$ cat src/rtl/rdma_framer.sv
// rdma_framer: prefixes each AXI write burst with a magic/seq/address header beat on a registered AXI-Stream.
// Define RDMA_FRAMER_STATS_EN to add frame_count/beat_count output-handshake counters.
module rdma_framer #(
  parameter int          DATA_WIDTH = 512,
  parameter int          ADDR_WIDTH = 64,
  parameter logic [15:0] MAGIC      = 16'hFBFB
) (
  input  logic                  clk,
  input  logic                  resetn,
  input  logic [ADDR_WIDTH-1:0] AXIS_ADDR_TDATA,
  input  logic                  AXIS_ADDR_TVALID,
  output logic                  AXIS_ADDR_TREADY,
  input  logic [DATA_WIDTH-1:0] AXIS_DATA_TDATA,
  input  logic                  AXIS_DATA_TVALID,
  input  logic                  AXIS_DATA_TLAST,
  output logic                  AXIS_DATA_TREADY,
  output logic [DATA_WIDTH-1:0] AXIS_TX_TDATA,
  output logic                  AXIS_TX_TVALID,
  output logic                  AXIS_TX_TLAST,
  input  logic                  AXIS_TX_TREADY
`ifdef RDMA_FRAMER_STATS_EN
  ,
  output logic [31:0]           frame_count,
  output logic [63:0]           beat_count
`endif
);
  typedef enum logic {IDLE, DATA} state_e;
  state_e                state_q, state_d;
  logic [31:0]           seq_q, seq_d;
  logic [DATA_WIDTH-1:0] tdata_q, tdata_d, hdr;
  logic                  tvalid_q, tvalid_d, tlast_q, tlast_d;
  logic                  room, a_hs, d_hs;
  always_comb begin
    room = !tvalid_q | AXIS_TX_TREADY;
    // readies are held low during reset so nothing is accepted while resetn is asserted
    AXIS_ADDR_TREADY = resetn & room & (state_q == IDLE);
    AXIS_DATA_TREADY = resetn & room & (state_q == DATA);
    a_hs = AXIS_ADDR_TVALID & AXIS_ADDR_TREADY;
    d_hs = AXIS_DATA_TVALID & AXIS_DATA_TREADY;
    hdr = '0;
    hdr[15:0] = MAGIC;
    hdr[63:32] = seq_q;
    hdr[64 +: ADDR_WIDTH] = AXIS_ADDR_TDATA;
    tvalid_d = a_hs | d_hs | (tvalid_q & !AXIS_TX_TREADY);
    tdata_d = a_hs ? hdr : d_hs ? AXIS_DATA_TDATA : tdata_q;
    tlast_d = a_hs ? 1'b0 : d_hs ? AXIS_DATA_TLAST : tlast_q;
    state_d = a_hs ? DATA : (d_hs & AXIS_DATA_TLAST) ? IDLE : state_q;
    seq_d = seq_q + 32'(d_hs & AXIS_DATA_TLAST);
  end
  always_ff @(posedge clk or negedge resetn) begin
    if (!resetn) begin
      state_q  <= IDLE;
      seq_q    <= '0;
      tdata_q  <= '0;
      tvalid_q <= 1'b0;
      tlast_q  <= 1'b0;
    end else begin
      state_q  <= state_d;
      seq_q    <= seq_d;
      tdata_q  <= tdata_d;
      tvalid_q <= tvalid_d;
      tlast_q  <= tlast_d;
    end
  end
  assign AXIS_TX_TDATA  = tdata_q;
  assign AXIS_TX_TVALID = tvalid_q;
  assign AXIS_TX_TLAST  = tlast_q;
`ifdef RDMA_FRAMER_STATS_EN
  logic [31:0] frame_q, frame_d;
  logic [63:0] beat_q, beat_d;
  logic        o_hs;
  always_comb begin
    o_hs = tvalid_q & AXIS_TX_TREADY;
    frame_d = frame_q + 32'(o_hs & tlast_q);
    beat_d = beat_q + 64'(o_hs);
  end
  always_ff @(posedge clk or negedge resetn) begin
    if (!resetn) begin
      frame_q <= '0;
      beat_q  <= '0;
    end else begin
      frame_q <= frame_d;
      beat_q  <= beat_d;
    end
  end
  assign frame_count = frame_q;
  assign beat_count  = beat_q;
`endif
endmodule

$ cat config.mk
export PLATFORM = sky130hd
export DESIGN_NAME = rdma_framer
export DESIGN_NICKNAME = d
export VERILOG_FILES = /design/src/rtl/rdma_framer.sv
export SDC_FILE = /design/constraint.sdc
export NUM_CORES = 1
export LEC_CHECK = 0
export ABC_AREA = 1
export BUFFER_PORTS_ARGS = -buffer_cell sky130_fd_sc_hd__buf_4
export CELL_PAD_IN_SITES_DETAIL_PLACEMENT = 1
export CELL_PAD_IN_SITES_GLOBAL_PLACEMENT = 1
export CORE_AREA = 2 2 427 429
export DETAILED_ROUTE_END_ITERATION = 10
export DIE_AREA = 0 0 429 431
export GPL_TIMING_DRIVEN = 0
export PLACE_DENSITY = 0.43
export SKIP_CTS_REPAIR_TIMING = 1
export SYNTH_ARGS = -nofsm -noshare
export SYNTH_HDL_FRONTEND = slang
export SYNTH_SLANG_ARGS = --single-unit
$ cat constraint.sdc
create_clock -name clk -period 5.2 [get_ports clk]
set_input_delay 0.52 -clock clk [delete_from_list [all_inputs] [get_ports clk]]
set_output_delay 0.52 -clock clk [all_outputs]
set_load 0.05 [all_outputs]
==> metrics.cfg <==
[power_and_ir_drop]
ir_worst_vdd_uv=279.2
p_leak_nw=20.01
pwr_density_cell_nw_per_um2=770.6

[status]
status=finished, final reports clean

[timing]
fin_crit_sh=0.7564
finalWorstSetupSlack_ns=1.267
hold_viol_final=0
fin_skew_ns=0.02508
period_needed_ns=3.933
timing.fmax_mhz=254.2
hold_slack_ns=0.05127
setup_violations=0
tightestPinTransition_ns=1.195
rsz0062_at_grt=false
maxSlewViolCount=0
slew_headroom=0.2033

[layout]
fin_area_um2=37720
fill_cells=21375
ff_latch_area_um2=13690
fin_nets=4584
syn_to_final_growth_pct=61.19
final_common_cell=buf_4
final_cell_mix=buf_4, nand2_1, nand3_1
drive_above_1_share=0.3281
multi_input_area_um2=8174

[synth]
synth_area_um2=23400
synth_area_per_cell_um2=8.382
ys_seq_elements=547
synthCells=2792
synth_warnings=0
synth_nets=3377
yosysSeqAreaShare=0.5849
synthTopCellsByArea=dfrtp_1, nand2_1, nand3_1
yosysUniqueCellTypes=21
yosys.area.top_type=dfrtp_1
synth_top_area_share=0.5849

[clocking]
cts_max_level=3
clkLatencyLatePin_ns=0.70
cts_tree=yes
clk_pin_slew_ns=0.05
clockBufferDepth=3
cts_root_buf=clkbuf_16
cts.sinks=547
cts_buffers=81

[critical_path]
reg2reg_slack_ns=2.22
reg2reg_from=AXIS_TX_TVALID$_DFF_PN0_
critPathMaxFanout=62
cp-start-kind=input port
worst-setup-path-type=in -> out
crit_arrival_ns=3.41
endpoint=AXIS_DATA_TREADY
end_kind=primary output
startpoint=resetn
cp.required_ns=4.68
r2r-end=seq_q[30]$_DFF_PN0_
ff2ff_path_depth=13

[grt]
antenna_found_initial=38
overflow=0
grt_first_pass_wirelength_mm=212.1
grtUsageTotal=0.1642
grt_pass1_vias=25318
grt_max_degree=95

[floorplanning]
core-area_um2=180200
rows=156
fp.dieArea_um2=184900
chipWidth_um=429
start_util=0.1299
die_h_um=431
ios=1098

[place]
place_congestion=0.9008
place_hpwl_mm=127.2
place_area_um2=34790
portBuffers=1096
dp_worst_setup_slack_ns=1.357

[route]
initialDrtViolationCount=1547
wl_per_cell_um=24.30
drc=0
vias=24450
first_pass_iters=5
detail-route-antenna-nets=0
totalWireLength_mm=156.7
drt-vias-per-instance=3.791

[worst_hold_path]
hold_class=in -> reg

[job]
drv_cap=0

-- sequential cells by signal, indices dropped and copies added, names as in the netlist --
signal,cells
AXIS_TX_TDATA,512
AXIS_TX_TVALID,1
seq_q,32
AXIS_TX_TLAST,1
state_q,1
-- routing by layer --
layer,up-vias,routed length (µm),GRT usage
li1,11377,-,-
met2,754,78010,0.2830
met1,12114,63200,0.1944
met3,203,10570,0.04943
met5,-,12,0
met4,2,4898,0.05231
-- cell type report --
type                    instances  share of cell area
diodes                         19            0.001260
plain buffers                 198             0.02518
clock buffers                 125             0.06398
clock inverters                19            0.006767
inverters                     157             0.01562
multi-input cells            1890              0.2167
flip-flops and latches        547              0.3629
well taps                    2370             0.07861
repair buffers               1124              0.2290
-- where the power goes --
group | switching (mW) | leakage (nW) | internal, mW
sequential | 1.36 | 7.00 | 6.28
clock | 2.29 | 1.31 | 3.39
combinational | 11.8 | 11.7 | 3.99
total | 15.4 | 20.0 | 13.7
-- per-stage QoR --
step | std cells | total power [mW] | TNS, ns | util
2_1_floorplan | 2792 | 17.01 | 0 | -
3_3_place_gp | 6258 | 23.54 | -5001.33 | 0.1920
3_5_place_dp | 6265 | 23.65 | 0 | 0.1931
4_1_cts | 6409 | 29.57 | 0 | 0.2079
5_1_grt | 6443 | 30.52 | 0 | 0.2093
6_report | 6449 | 29.07 | 0 | 0.2094
-- cells by family after synthesis --
family                     after synthesis  share of synthesized area
DFF                                    547                     0.5849
and+or+nand+nor                       1868                     0.3412
adders and majority gates                3                   0.001604
buffers and inverters                  355                    0.06576
AOI/OAI and AO/OA                        4                  0.0009089
xor gates and xnor gates                15                   0.005614
-- critical path, cell delays in order --
cell           delay, ns
dlygate4sd3_1       0.56
buf_8               0.28
buf_16              0.31
nand2_1             0.13
nor2_1              0.12
buf_2               0.70
buf_2               0.35
buf_4               0.27
-- worst min-delay path by stage --
| stage | from | end | slack [ns] | depth (start not counted) |
|---|---|---|---|---|
| after floorplan | resetn | AXIS_TX_TDATA[0]$_DFFE_PN0P_ | 0.22 | 0 |
| after global placement | AXIS_TX_TDATA[345]$_DFFE_PN0P_ | AXIS_TX_TDATA[345]$_DFFE_PN0P_ | 0.46 | 2 |
| after detailed placement | resetn | AXIS_TX_TDATA[20]$_DFFE_PN0P_ | 0.42 | 1 |
| after CTS | resetn | AXIS_TX_TDATA[177]$_DFFE_PN0P_ | -0.40 | 1 |
| after global routing | AXIS_DATA_TDATA[0] | AXIS_TX_TDATA[0]$_DFFE_PN0P_ | -0.004 | 3 |
| final | AXIS_DATA_TDATA[1] | AXIS_TX_TDATA[1]$_DFFE_PN0P_ | 0.05 | 3 |
-- cell usage after synthesis --
library cell,n
nand3b_1,7
o22ai_1,1
buf_4,32
inv_2,3
buf_2,69
buf_1,12
nor2_4,1
o21ai_0,2
clkbuf_1,85
a21oi_1,1
nand3_1,600
inv_1,154
nand4_1,66
nand4_4,1
xnor2_1,6
nand2_1,1100
ha_1,3
xor2_1,9
nand2_2,2
dfrtp_1,547
nor2_1,91
Note: power is estimated with default switching activity, not from simulation.
